### src/rtl/nibble_serial_adder_pkg.sv
// Shared definitions for the nibble-serial arithmetic blocks.
// State encoding and nibble-count helpers.
package nibble_serial_adder_pkg;

  typedef enum logic [1:0] {
    IDLE = 2'd0,
    RUN  = 2'd1,
    DONE = 2'd2
  } state_t;

  function automatic int nib_count(input int width);
    return width / 4;
  endfunction

  function automatic int idx_width(input int nib);
    return (nib > 1) ? $clog2(nib) : 1;
  endfunction

endpackage

### src/rtl/nibble_serial_adder_if.sv
// Operand/result handshake bundle for the nibble-serial adder.
// master drives operands and out_ready; slave is the adder.
interface nibble_serial_adder_if #(
  parameter int WIDTH = 16
);
  logic             in_valid;
  logic             in_ready;
  logic [WIDTH-1:0] A;
  logic [WIDTH-1:0] B;
  logic             Ci;
  logic             out_valid;
  logic             out_ready;
  logic [WIDTH-1:0] S;
  logic             Cout;
  logic             busy;

  modport master (
    output in_valid, A, B, Ci, out_ready,
    input  in_ready, out_valid, S, Cout, busy
  );

  modport slave (
    input  in_valid, A, B, Ci, out_ready,
    output in_ready, out_valid, S, Cout, busy
  );
endinterface

### src/rtl/four_bits_adder.sv
// Combinational 4-bit adder with carry in/out.
// Shared leaf cell of the serial arithmetic blocks.
module four_bits_adder (
  input  logic [3:0] A,
  input  logic [3:0] B,
  input  logic       Ci,
  output logic [3:0] S,
  output logic       Cout
);

  assign {Cout, S} = {1'b0, A} + {1'b0, B} + {4'b0, Ci};

endmodule

### src/rtl/nibble_serial_adder.sv
// WIDTH-bit adder computing A+B+Ci one nibble per clock,
// LSB nibble first, carry held in a register between nibbles.
module nibble_serial_adder
  import nibble_serial_adder_pkg::*;
#(
  parameter int WIDTH = 16
) (
  input logic                  clk,
  input logic                  rst_n,
  nibble_serial_adder_if.slave bus
);

  localparam int NIB = nib_count(WIDTH);
  localparam int IW  = idx_width(NIB);
  localparam logic [IW-1:0] LAST = IW'(NIB - 1);

  if (WIDTH < 4 || (WIDTH % 4) != 0) begin : g_bad_width
    $error("nibble_serial_adder: WIDTH must be a multiple of 4, >= 4");
  end

  state_t           state;
  logic [WIDTH-1:0] a_sh;
  logic [WIDTH-1:0] b_sh;
  logic [WIDTH-1:0] s_q;
  logic             carry;
  logic             cout_q;
  logic [IW-1:0]    idx;
  logic             in_ready_q;
  logic             out_valid_q;
  logic             busy_q;
  logic [3:0]       nsum;
  logic             ncout;

  four_bits_adder u_add (
    .A    (a_sh[3:0]),
    .B    (b_sh[3:0]),
    .Ci   (carry),
    .S    (nsum),
    .Cout (ncout)
  );

  always_ff @(posedge clk or negedge rst_n) begin
    if (!rst_n) begin
      state       <= IDLE;
      in_ready_q  <= 1'b1;
      out_valid_q <= 1'b0;
      busy_q      <= 1'b0;
      s_q         <= '0;
      cout_q      <= 1'b0;
      carry       <= 1'b0;
      idx         <= '0;
      a_sh        <= '0;
      b_sh        <= '0;
    end else begin
      unique case (state)
        IDLE: begin
          if (bus.in_valid) begin
            a_sh       <= bus.A;
            b_sh       <= bus.B;
            carry      <= bus.Ci;
            s_q        <= '0;
            idx        <= '0;
            in_ready_q <= 1'b0;
            busy_q     <= 1'b1;
            state      <= RUN;
          end
        end
        RUN: begin
          // constant-index nibble writes
          for (int k = 0; k < NIB; k++) begin
            if (idx == IW'(k)) s_q[4*k +: 4] <= nsum;
          end
          carry <= ncout;
          a_sh  <= a_sh >> 4;
          b_sh  <= b_sh >> 4;
          idx   <= idx + 1'b1;
          if (idx == LAST) begin
            cout_q      <= ncout;
            out_valid_q <= 1'b1;
            state       <= DONE;
          end
        end
        DONE: begin
          if (bus.out_ready) begin
            out_valid_q <= 1'b0;
            busy_q      <= 1'b0;
            in_ready_q  <= 1'b1;
            state       <= IDLE;
          end
        end
        default: state <= IDLE;
      endcase
    end
  end

  assign bus.in_ready  = in_ready_q;
  assign bus.out_valid = out_valid_q;
  assign bus.busy      = busy_q;
  assign bus.S         = s_q;
  assign bus.Cout      = cout_q;

endmodule

### src/flat_wrapper.sv
// flat-port wrapper written by rule: the top's interface ports become plain ports
module nibble_serial_adder_flat import nibble_serial_adder_pkg::*;
#(
  parameter int WIDTH = 16
)
  (clk, rst_n, bus_in_valid, bus_A, bus_B, bus_Ci, bus_out_ready, bus_in_ready, bus_out_valid, bus_S, bus_Cout, bus_busy);
  nibble_serial_adder_if #(.WIDTH(WIDTH)) bus_i ();
  input logic clk;
  input logic rst_n;
  input wire logic [$bits(bus_i.in_valid)-1:0] bus_in_valid;
  input wire logic [$bits(bus_i.A)-1:0] bus_A;
  input wire logic [$bits(bus_i.B)-1:0] bus_B;
  input wire logic [$bits(bus_i.Ci)-1:0] bus_Ci;
  input wire logic [$bits(bus_i.out_ready)-1:0] bus_out_ready;
  output wire logic [$bits(bus_i.in_ready)-1:0] bus_in_ready;
  output wire logic [$bits(bus_i.out_valid)-1:0] bus_out_valid;
  output wire logic [$bits(bus_i.S)-1:0] bus_S;
  output wire logic [$bits(bus_i.Cout)-1:0] bus_Cout;
  output wire logic [$bits(bus_i.busy)-1:0] bus_busy;
  assign bus_i.in_valid = bus_in_valid;
  assign bus_i.A = bus_A;
  assign bus_i.B = bus_B;
  assign bus_i.Ci = bus_Ci;
  assign bus_i.out_ready = bus_out_ready;
  assign bus_in_ready = bus_i.in_ready;
  assign bus_out_valid = bus_i.out_valid;
  assign bus_S = bus_i.S;
  assign bus_Cout = bus_i.Cout;
  assign bus_busy = bus_i.busy;
  nibble_serial_adder #(.WIDTH(WIDTH)) u_core (.clk(clk), .rst_n(rst_n), .bus(bus_i));
endmodule
### config.mk
export PLATFORM = sky130hd
export DESIGN_NAME = nibble_serial_adder_flat
export DESIGN_NICKNAME = d
export VERILOG_FILES = /design/src/rtl/nibble_serial_adder_pkg.sv /design/src/rtl/nibble_serial_adder_if.sv /design/src/rtl/four_bits_adder.sv /design/src/rtl/nibble_serial_adder.sv /design/src/flat_wrapper.sv
export SDC_FILE = /design/constraint.sdc
export NUM_CORES = 1
export LEC_CHECK = 0
export ABC_AREA = 1
export CAP_MARGIN = 10
export CORE_AREA = 3 3 80 82
export DETAILED_ROUTE_END_ITERATION = 12
export DIE_AREA = 0 0 83 85
export GPL_TIMING_DRIVEN = 0
export PLACE_DENSITY_LB_ADDON = 0.12
export SYNTH_ARGS = -nofsm -noshare
export SYNTH_HDL_FRONTEND = slang
export SYNTH_SLANG_ARGS = --single-unit
### constraint.sdc
create_clock -name clk -period 2.04 [get_ports clk]
set_clock_uncertainty 0.1 [all_clocks]
set_input_delay 0.51 -clock clk [delete_from_list [all_inputs] [get_ports clk]]
set_output_delay 0.51 -clock clk [all_outputs]
set_load 0.02 [all_outputs]
==> impl_summary.md, run 1 <==
Synth
After technology mapping, the gate count stands at 303. The number of warnings issued by yosys is 0. The distinct cell type count of the synthesized netlist is 30. The total nets after synthesis is 349.

After synthesis, the mean cell area works out to 9.40 um^2. The share of the yosys chip area belonging to registers is 50.1%. The synthesized netlist occupies a cell area of 2850 um^2. The count of state elements after synthesis is 57.

Floorplan
The overall die height is 85 um. From left edge to right edge, the die measures 83 um. The die covers 7060 um^2.

The region available for standard cell placement spans 5820 um^2. The number of rows in the core area is 28. The effective utilization at floorplan is 49.0%. Pin placement for this block handled 57 I/O pins.

Clock network
The clock tree from TritonCTS is yes. Clock-pin slew was measured on the worst setup and hold paths at 0.06 ns. After clock tree synthesis, the flow added hold-fix buffers numbering 0. The clock tree buffer depth is 2. The setup fix buffers added after clock tree synthesis is 0.

The clock sink count is 57. The number of clock buffers added by TritonCTS is 9. Clock tree synthesis selected as its root buffer the cell sky130_fd_sc_hd__clkbuf_8. The H-tree was split into 3 levels.

At the later pin of the worst-skew pair, clock insertion delay measures 0.34 ns.

STA
After layout, the worst path uses 93.5% of the clock period. The worst setup slack after layout is 0.133 ns. The actual slew at the worst max-slew pin is 0.620 ns.

The worst hold slack after final layout is 0.0837 ns. Static timing analysis puts the maximum clock frequency at 524 MHz. After routing, the total negative slack on setup checks comes to 0 ns. Setup violations remaining at the end of the flow were counted as 0. The number of failing hold endpoints at the final stage is 0.

Setup repair after global routing left no endpoint under its margin. Headroom to the max-slew limit came out at 58.7%. The total count of max-transition violations in the final report is 0. The time the final worst path needs with I/O delays and setup is 1.91 ns.

Critical path
In this run the worst path has a maximum fanout of 2. The biggest cell delay along the critical path is 0.61 ns. STA classifies the critical path endpoint as a primary output.

The critical path's slowest cell is sky130_fd_sc_hd__clkdlybuf4s50_1. The kind of cell with the highest combined delay on the critical path is buffers and inverters. The worst-case reg-to-reg path depth is 4.

The worst setup path is of the reg -> out kind. The endpoint required time on the critical path is 1.43 ns. The total stage count of the critical path is 1. Data arrives at the worst endpoint at 1.30 ns. The worst setup path is launched from a register. The worst register-to-register path begins at u_core.carry. The worst setup path startpoint is u_core.bus.S[2]. Counting both buffers and inverters, the worst setup path holds a total of 1. The signal on the critical path passes through clkdlybuf4s50_1.

Detailed routing
The total via count after detailed routing is 2212. The detailed-route wire length per cell is 13.3 um. The detail-routed via count per cell is 4.90. The post-route antenna net violation count is 0. In the routed design, unresolved DRC markers number 0. The final layout contains routed wiring with a total length of 5.99 mm.

The number of search-and-repair iterations in the first detailed-routing pass is 4. The detailed router finished its first iteration with 77 violations.

Placement
Detailed placement finished with a half-perimeter wire length of 4.39 mm. The pre-CTS setup slack is -0.00915 ns. The total of buffers placed on input and output ports is 56.

The final weighted congestion in routability-driven placement is 0.746.

Global routing
The overall fraction of global-route tracks in use is 18.5%. Entering global routing, the biggest net connects 32 pins. The initial antenna violation count was 0. The total grt overflow is 0. The via count of the first global-routing pass is 2222. The global-route wire length before repair is 10.3 mm.

Hold path
In this run the worst hold path is classified as in -> async.

Job
The count of maximum capacitance violations is 0.

Pwr
Summed over all cells, the static leakage comes to 0.00170 uW. VDD sags by at most 0.000776 V. The power per cell area is 1690 nW/um^2.

Finish
The utilization after layout is 63.7%. The filler cells instantiated in the layout total 522. Relative to the synthesized area, the layout overhead comes to 30.0%. At the end of the flow, the number of nets in the layout was 417. 0 antenna diodes ended up in the layout. The fraction of final layout cells sized beyond drive strength 1 is 22.3%.

Status
The run finished with clean final reports.
==> timing repair <==
item	4_1_cts	5_1_grt
setup endpoints to repair	1	6
pin swaps	0	0
gates resized for setup	1	2
==> where the power goes <==
part / switching, uW / internal (uW)
logic: 2010 / 1380
clock network: 459 / 499
registers: 279 / 1640
==> state kept, by name, indices dropped and copies added, names as in the netlist <==
| signal | flops |
|---|---|
| u_core.a_sh | 16 |
| u_core.b_sh | 16 |
| u_core.bus.S | 16 |
| u_core.idx | 2 |
| u_core.state | 2 |
| u_core.bus.Cout | 1 |
| u_core.bus.busy | 1 |
| u_core.bus.in_ready | 1 |
| u_core.bus.out_valid | 1 |
| u_core.carry | 1 |
==> cells in the mapped netlist (all sizes together) <==
master	number	share of area [%]
nand2	91	14
dfrtp	56	49
o21ai	38	9.7
a21oi	33	6.1
inv	31	4.2
nor2	19	2.8
buf	11	4.6
ha	7	3.1
nand3	5	1.3
nand4	4	0.88
fa	2	1.4
and3	1	0.26
clkinv	1	0.13
dfstp	1	0.92
nor3	1	0.57
o21bai	1	0.26
o31ai	1	0.26
==> final cells by class <==
type	instances	area (um^2)	area share, %
sequential	57	1430	38.5
buffer	11	130	3.51
clock buffer	11	151	4.09
clock inverter	5	30.0	0.811
tap	75	93.8	2.53
timing repair buffer	57	574	15.5
inverter	32	123	3.31
multi-input combinational	203	1170	31.7
==> per-layer routing <==
metal | track usage, % | share of wire, %
met3 | 3.01 | 3.4
met1 | 24.1 | 46
met4 | 8.02 | 2.1
met2 | 30.8 | 48
met5 | 0 | 0
==> logic make-up (layout without fill, tap and decap cells) <==
group / count (synthesis) / in the layout / share of synthesized area [%]
adder cells (fa/ha/maj): 9 / 9 / 4.48
AO/OA/AOI/OAI: 73 / 73 / 16.3
AND/OR/NAND/NOR: 121 / 121 / 20.2
buffers and inverters: 43 / 116 / 8.87
flip-flops: 57 / 57 / 50.1
==> path summary, 6_finish.rpt <==
| path | slack, ns | to |
|---|---|---|
| worst min-delay path | 0.08 | u_core.bus.busy |
| worst min register to register | 0.36 | u_core.bus.in_ready |
| worst max-delay path | 0.13 | bus_S[2] |
| min in group clk | 0.36 | u_core.bus.in_ready |
| max in group asynchronous | 1.18 | u_core.b_sh[3] |
| worst max register to register | 0.19 | u_core.bus.S[1] |
==> layout by cell type (no fill, tap or decap), drive strengths merged, types with 2 or more instances in the layout <==
cell type       n
buf            13
ha              7
o21ai          38
fa              2
nand4           4
nand3           5
dfrtp          56
clkbuf         11
nor2           19
clkinvlp        2
clkinv          4
nand2          91
clkdlybuf4s50  54
a21oi          33
inv            31
==> through the flow <==
step	total power (uW)	std cells	instance area, um^2
2_1_floorplan	4360	303	2850
3_3_place_gp	5270	434	3500
3_5_place_dp	5350	435	3520
4_1_cts	6300	451	3700
5_1_grt	6790	451	3700
6_report	6260	451	3700
No activity file was read; power rests on OpenSTA's default activity.
==> run 2, diff against run 1 <==
--- a/config.mk
+++ b/config.mk
@@ -7,9 +7,9 @@
 export LEC_CHECK = 0
 export ABC_AREA = 1
 export CAP_MARGIN = 10
-export CORE_AREA = 3 3 80 82
+export CORE_AREA = 4 4 81 83
 export DETAILED_ROUTE_END_ITERATION = 12
-export DIE_AREA = 0 0 83 85
+export DIE_AREA = 0 0 85 87
 export GPL_TIMING_DRIVEN = 0
 export PLACE_DENSITY_LB_ADDON = 0.12
 export SYNTH_ARGS = -nofsm -noshare
==> run 2 against run 1 <==
  * Die area rose by 4.8%
  * Combinational power is 1% lower
  * Final area increased by 0.30%
  * Clock power rose by 9.6%
  * Sequential power is essentially flat
  * Count of clock-buffer cells in the layout rose by 1
  * Critical path type is now reg -> reg
  * Largest cell class unchanged
==> impl_summary.md, run 2 (synthesis gave the netlist of run 1 again) <==
Status
The flow ran to the end, and the final reports show no timing, DRC or antenna violations.

Pwr
The leakage power figure is 0.00171 uW (+0.71%). The worst vdd rail ir drop is 0.000698 V (-10%). The net switching component of the power is 2700 uW (-2.0%). The combinational cell fraction of total power is 53.0% (-1.1 points). The internal power consumption is 3630 uW (+3.5%). The share of power burned in the clock network is 16.5% (+1.2 points). The portion of total power attributed to sequential cells is 30.5% (about the same).

The power per cell area is 1700 nW/um^2 (+0.76%). The net switching fraction of the power is 42.6% (-1.3 points).

Clock network
TritonCTS built the clock tree. The setup fix buffers added after clock tree synthesis came to 0 (unchanged). The CTS buffer count was 9 (unchanged).

The clock sink count came to 57 (unchanged). The buffer type at the clock tree root is sky130_fd_sc_hd__clkbuf_8. The post-CTS clock slew at the launch and capture registers of the worst setup and hold paths is 0.06 ns (about the same).

The later-pin clock latency in the skew report is 0.33 ns (about the same). The number of H-tree levels is 3 (unchanged). The clock tree buffer depth is 2 (unchanged).

Finish
The fill cell total of the finished layout was 524 (+0.38%). In the layout the commonest cells are 69 x sky130_fd_sc_hd__nand2_1, 56 x sky130_fd_sc_hd__dfrtp_1, 54 x sky130_fd_sc_hd__clkdlybuf4s50_1. The summed area of non-filler cells in the final layout came to 3710 um^2 (+0.30%).

The area of the multi-input gates is 1170 um^2 (-0.21%). The synthesis-to-layout area growth is 30.4%. The library cell used most frequently in the layout, excluding fill and tap cells, is sky130_fd_sc_hd__nand2_1. The utilization after layout was 63.5% (-0.19 points). The fraction of final layout cells sized beyond drive strength 1 is 21.6% (-0.74 points). The post-route non-filler standard cell count was 450 (-0.22%). The net count reported at finish is 417 (unchanged). The sequential standard cell area is 1430 um^2 (unchanged).

The count of inserted antenna diode cells was 0 (unchanged).

Critical path
By startpoint and endpoint, the worst setup path is classified as reg -> reg. The arrival time at the worst endpoint is 2.03 ns (+0.73 ns). The category of the worst setup path launch point is a register. Traced cell by cell, the critical path runs through fa_2 > fa_1 > nand2_1 > inv_1 > nor2_1 > o21bai_1 > nand2_1 > nand3_1. The endpoint required time on the critical path is 2.16 ns (+0.73 ns). STA classifies the critical path endpoint as a register. The critical path's slowest cell is sky130_fd_sc_hd__fa_2. The biggest cell delay along the critical path came to 0.42 ns (-0.19 ns). The maximum fanout along the worst path came to 2 (unchanged). Among the stages of the critical path, the cell type that occurs most often is sky130_fd_sc_hd__nand2_1.

Placement
The post-place instance area is 3520 um^2 (unchanged). The total of buffers placed on input and output ports was 56 (unchanged). The pre-CTS setup slack came to 0.0380 ns (+0.0471 ns). The cell count after placement is 435 (unchanged). The detailed-placement wirelength estimate is 4.47 mm (+1.9%). The final weighted congestion in routability-driven placement was 0.786 (+5.4%).

STA
The actual slew at the worst max-slew pin came to 0.780 ns (+0.161 ns). The worst setup slack after layout is 0.128 ns (-0.00447 ns). The number of failing hold endpoints at the final stage was 0 (unchanged). The time the final worst path needs with I/O delays and setup was 1.91 ns (+0.00447 ns). Setup repair after global routing left no endpoint under its margin.

The post-route fraction of the period consumed by the critical path was 93.7% (+0.22 points). The maximum clock frequency was 523 MHz (-0.23%). The headroom to the max-slew limit is 48.0% (-11 points). The worst hold slack after final layout is 0.157 ns (+0.0736 ns). The total count of max-transition violations in the final report is 0 (unchanged).

The setup violation total in the final timing report was 0 (unchanged).

Global routing
The overall fraction of global-route tracks in use came to 17.8% (-0.78 points). The total grt overflow is 0 (unchanged). The initial antenna violation count is 0 (unchanged).

The global-route wire length before repair is 10.1 mm (-1.8%). The maximum number of pins on one net before global-route repair is 35 (+9.4%). The via count of the first global-routing pass came to 2193 (-1.3%).

Detailed routing
The detail-routed via count per cell is 4.86 (-0.96%). The number of violations reported at the end of detailed-routing iteration 0 was 69 (-10%). The total via count after detailed routing was 2186 (-1.2%).

The detailed-route wire length per cell came to 13.3 um (about the same). The DRC violation count after routing came to 0 (unchanged). The number of search-and-repair iterations in the first detailed-routing pass is 4 (unchanged). The post-route antenna net violation count is 0 (unchanged). The total routed wirelength was 5.98 mm (-0.22%).

Floorplan
The I/O pin total is 57 (unchanged). The width of the die is 85 um (+2.4%). The floorplan die area is 7400 um^2 (+4.8%). The overall die height was 87 um (+2.4%). The area of the placeable core came to 5850 um^2 (+0.60%).

The number of rows in the core area is 28 (unchanged). The effective utilization at floorplan was 48.7% (-0.29 points).

Hold path
The path class of the tightest hold or removal check is in -> async.

Job
The count of maximum capacitance violations is 0 (unchanged).
==> run 2: cell count changes in the layout (fill, tap and decap cells not counted), sizes merged <==
cell | before | now
clkinv | 4 | 3
clkbuf | 11 | 12
clkinvlp | 2 | 0
bufinv | 0 | 1
==> run 2: layout make-up <==
cell class	instances	area share, %
Tap cell	75	2.53
Buffer	11	3.50
Inverter	32	3.30
Sequential cell	57	38.4
Multi-Input combinational cell	203	31.5
Timing Repair Buffer	57	15.5
Clock buffer	12	4.18
Clock inverter	3	1.08
==> run 2: final timing paths <==
kind | cells after the start | start | to | slack, ns
worst max-delay path | 8 | u_core.b_sh[0] | u_core.carry | 0.13
worst min-delay path | 1 | rst_n | u_core.a_sh[15] | 0.16
worst max register to register | 8 | u_core.b_sh[0] | u_core.carry | 0.13
worst min register to register | 2 | u_core.bus.in_ready | u_core.bus.in_ready | 0.37
max in group asynchronous | 2 | rst_n | u_core.b_sh[2] | 1.08
min in group clk | 2 | u_core.bus.in_ready | u_core.bus.in_ready | 0.37
==> run 2: stage by stage <==
stage | setup TNS (ns) | power [uW]
after floorplan | 0 | 4360
after global placement | -81.26 | 5260
after detailed placement | 0 | 5350
after CTS | 0 | 6410
after global routing | 0 | 6880
final | 0 | 6330
==> run 2: what timing repair did <==
action                     CTS  global route
pin swaps                    0             1
setup endpoints to repair    1             3
hold buffers                 0             0
gates resized for setup      1             1
==> run 2: layer usage <==
layer / routed length (um) / GRT usage (%) / vias to the layer above
met1: 2700 / 22.8 / 1023
met5: 0 / 0 / -
met3: 323 / 5.68 / 6
met4: 60 / 5.61 / 0
li1: - / - / 1110
met2: 2900 / 28.7 / 47
==> run 2: power groups by stage <==
stage / sequential (uW) / combinational (uW) / clock [uW]
6_report: 1930 / 3350 / 1050
5_1_grt: 1990 / 3770 / 1130
4_1_cts: 1930 / 3410 / 1070
3_5_place_dp: 1950 / 3400 / 0
3_3_place_gp: 1930 / 3330 / 0
2_1_floorplan: 2080 / 2280 / 0
==> run 2: critical path, delay by kind of cell (launching register included) <==
kind / cells / cell delay (ns)
adders and majority gates: 2 / 0.81
buffers and inverters: 1 / 0.07
DFF: 1 / 0.41
and+or+nand+nor: 4 / 0.31
AOI/OAI and AO/OA: 1 / 0.11
==> run 3, diff against run 2 <==
--- a/config.mk
+++ b/config.mk
@@ -6,10 +6,11 @@
 export NUM_CORES = 1
 export LEC_CHECK = 0
 export ABC_AREA = 1
+export ABC_CLOCK_PERIOD_IN_PS = 2040
 export CAP_MARGIN = 10
-export CORE_AREA = 4 4 81 83
+export CORE_AREA = 4 4 96 98
 export DETAILED_ROUTE_END_ITERATION = 12
-export DIE_AREA = 0 0 85 87
+export DIE_AREA = 0 0 100 102
 export GPL_TIMING_DRIVEN = 0
 export PLACE_DENSITY_LB_ADDON = 0.12
 export SYNTH_ARGS = -nofsm -noshare
==> run 3 against run 2 <==
  * Critical path depth unchanged
  * Non-clock buffer count unchanged
  * Setup slack got worse by 0.057 ns
  * Hold slack got worse by 0.071 ns
  * Global-route usage decreased by 3.9 points
  * Combinational power about the same
  * Sequential share of layout area decreased by 0.33 points
  * Sequential power about the same
  * Cell count increased by 7.6%
  * First-iteration DRC count increased by 10%
==> impl_summary.md, run 3 (synthesis gave the netlist of run 1 again) <==
Status
The run finished with clean final reports.

STA
The total negative slack for setup checks came to 0 ns (unchanged). The worst setup slack after layout was 0.0709 ns (-0.0574 ns). The maximum clock frequency was 508 MHz (-2.9%). The headroom to the max-slew limit is 59.3% (+11 points). The worst hold slack after final layout is 0.0865 ns (-0.0707 ns). The number of failing hold endpoints at the final stage came to 0 (unchanged).

Setup repair after global routing left no endpoint under its margin. The actual slew at the worst max-slew pin came to 0.610 ns (-0.170 ns). The time the final worst path needs with I/O delays and setup was 1.97 ns (+0.0574 ns).

The setup violation total in the final timing report is 0 (unchanged). The post-route fraction of the period consumed by the critical path is 96.5% (+2.8 points). The total count of max-transition violations in the final report is 0 (unchanged).

Critical path
The critical path's slowest cell is sky130_fd_sc_hd__fa_1. The cell family contributing the most delay on the critical path is adder cells. The critical path is of the reg -> reg type.

The maximum fanout along the worst path is 2 (unchanged). The endpoint required time on the critical path is 2.15 ns (about the same). The arrival time at the worst endpoint is 2.08 ns (+0.05 ns). The flop-to-flop setup slack is 0.07 ns (-0.06 ns). STA classifies the critical path endpoint as a register.

The category of the worst setup path launch point is a register. The biggest cell delay along the critical path was 0.47 ns (+0.05 ns). The total buffers and inverters traversed by the critical path was 1 (unchanged). The critical path goes through fa_1 > fa_1 > nand2_1 > inv_1 > nor2_1 > o21bai_1 > nand2_1 > nand3_1.

Pwr
The share of power burned in the clock network is 16.3% (-0.2 points). The combinational cell fraction of total power is 53.4% (+0.4 points). The worst vdd rail ir drop is 0.000555 V (-21%). The net switching component of the power is 2730 uW (+1.3%). The power per cell area is 1690 nW/um^2 (-0.85%). The internal power consumption is 3600 uW (-0.92%).

The net switching fraction of the power was 43.1% (+0.54 points). The portion of total power attributed to sequential cells is 30.2% (-0.3 points). The leakage power figure is 0.00171 uW (-0.23%).

Floorplan
The effective utilization at floorplan came to 33.7% (-15 points). The I/O pin total was 57 (unchanged). The floorplan die area came to 10200 um^2 (+38%). The area of the placeable core is 8470 um^2 (+45%).

The number of rows in the core area is 34 (+21%). The width of the die is 100 um (+18%). The overall die height is 102 um (+17%).

Finish
Leaving out fill and tap cells, the most frequent cell in the layout is sky130_fd_sc_hd__nand2_1. The net count reported at finish was 417 (unchanged). The fraction of final layout cells sized beyond drive strength 1 is 21.0% (-0.59 points). The library cells used most frequently in the layout, excluding fill and tap cells, are 69 x sky130_fd_sc_hd__nand2_1, 56 x sky130_fd_sc_hd__dfrtp_1, 54 x sky130_fd_sc_hd__clkdlybuf4s50_1.

The count of inserted antenna diode cells is 0 (unchanged). The summed area of non-filler cells in the final layout is 3750 um^2 (+0.88%). The utilization after layout is 44.3% (-19 points). The synthesis-to-layout area growth is 31.5%.

Clock network
The number of H-tree levels is 3 (unchanged). The tree is rooted in a sky130_fd_sc_hd__clkbuf_8. The clock tree from TritonCTS is yes. The post-CTS clock slew at the launch and capture registers of the worst setup and hold paths was 0.07 ns (about the same).

The CTS buffer count is 9 (unchanged). The clock tree buffer depth is 2 (unchanged). The count of cells resized by post-cts repair came to 1 (unchanged). The setup fix buffers added after clock tree synthesis is 0 (unchanged).

The number of buffers added to fix hold violations after cts is 0 (unchanged). The later-pin clock latency in the skew report came to 0.34 ns (about the same). The clock sink count is 57 (unchanged).

Detailed routing
The detail-routed via count per cell is 4.56 (-6.1%). The total via count after detailed routing came to 2207 (+0.96%). The detailed-route wire length per cell is 13.4 um (+0.56%). The post-route antenna net violation count came to 0 (unchanged).

The number of search-and-repair iterations in the first detailed-routing pass came to 6 (+2). The DRC violation count after routing was 0 (unchanged). The total routed wirelength came to 6.47 mm (+8.2%). The number of violations reported at the end of detailed-routing iteration 0 is 76 (+10%).

Placement
The total of buffers placed on input and output ports was 56 (unchanged). The detailed-placement wirelength estimate was 4.71 mm (+5.3%). The pre-CTS setup slack is -0.0171 ns (-0.0551 ns).

The post-place instance area is 3560 um^2 (+1.2%). The final weighted congestion in routability-driven placement is 0.736 (-6.3%).

Hold path
The class of the most critical hold timing path is in -> async.

Global routing
The overall fraction of global-route tracks in use is 13.8% (-3.9 points). The global-route wire length before repair was 10.8 mm (+6.1%). The total grt overflow came to 0 (unchanged). The via count of the first global-routing pass was 2190 (-0.14%). The maximum number of pins on one net before global-route repair is 33 (-5.7%). The initial antenna violation count came to 0 (unchanged).

Job
The count of maximum capacitance violations is 0 (unchanged).
[run 3: cell count changes in the layout (fill, tap and decap cells not counted)]
cell / change
sky130_fd_sc_hd__fa_1: +1
sky130_fd_sc_hd__clkbuf_8: -1
sky130_fd_sc_hd__fa_2: -1
sky130_fd_sc_hd__clkbuf_1: +2
[run 3: through the flow]
stage | cells | power, uW
after floorplan | 303 | 4360
after global placement | 467 | 5360
after detailed placement | 468 | 5410
after CTS | 484 | 6450
after global routing | 484 | 6910
final | 484 | 6330
[run 3: layout make-up]
type                            count  area, um^2
Fill cell                         877        4720
Buffer                             11         130
Sequential cell                    57        1430
Tap cell                          108         135
Clock buffer                       13         149
Multi-Input combinational cell    203        1170
Inverter                           32         123
Timing Repair Buffer               57         574
Clock inverter                      3        40.0
[run 3: routing by layer]
layer | global-route usage, % | up-vias | wire length (um)
met5 | 0 | - | 0
met4 | 4.97 | 0 | 87
met3 | 3.62 | 8 | 383
met2 | 21.6 | 56 | 3020
met1 | 18.7 | 1029 | 2970
li1 | - | 1114 | -
[run 3: power by group through the flow]
| stage | clock [uW] | sequential, uW | combinational, uW |
|---|---|---|---|
| 2_1_floorplan | 0 | 2080 | 2280 |
| 3_5_place_dp | 0 | 1940 | 3470 |
| 4_1_cts | 1060 | 1920 | 3470 |
| 5_1_grt | 1120 | 1980 | 3810 |
| 6_report | 1030 | 1910 | 3380 |
| 3_3_place_gp | 0 | 1930 | 3430 |
[run 3: final timing paths]
kind / from / to / depth (start not counted)
max: u_core.carry / u_core.carry / 8
min reg2reg: u_core.bus.out_valid / u_core.bus.out_valid / 2
max in group asynchronous: rst_n / u_core.a_sh[9] / 2
min: rst_n / u_core.idx[1] / 1
max reg2reg: u_core.carry / u_core.carry / 8
min in group clk: u_core.bus.out_valid / u_core.bus.out_valid / 2
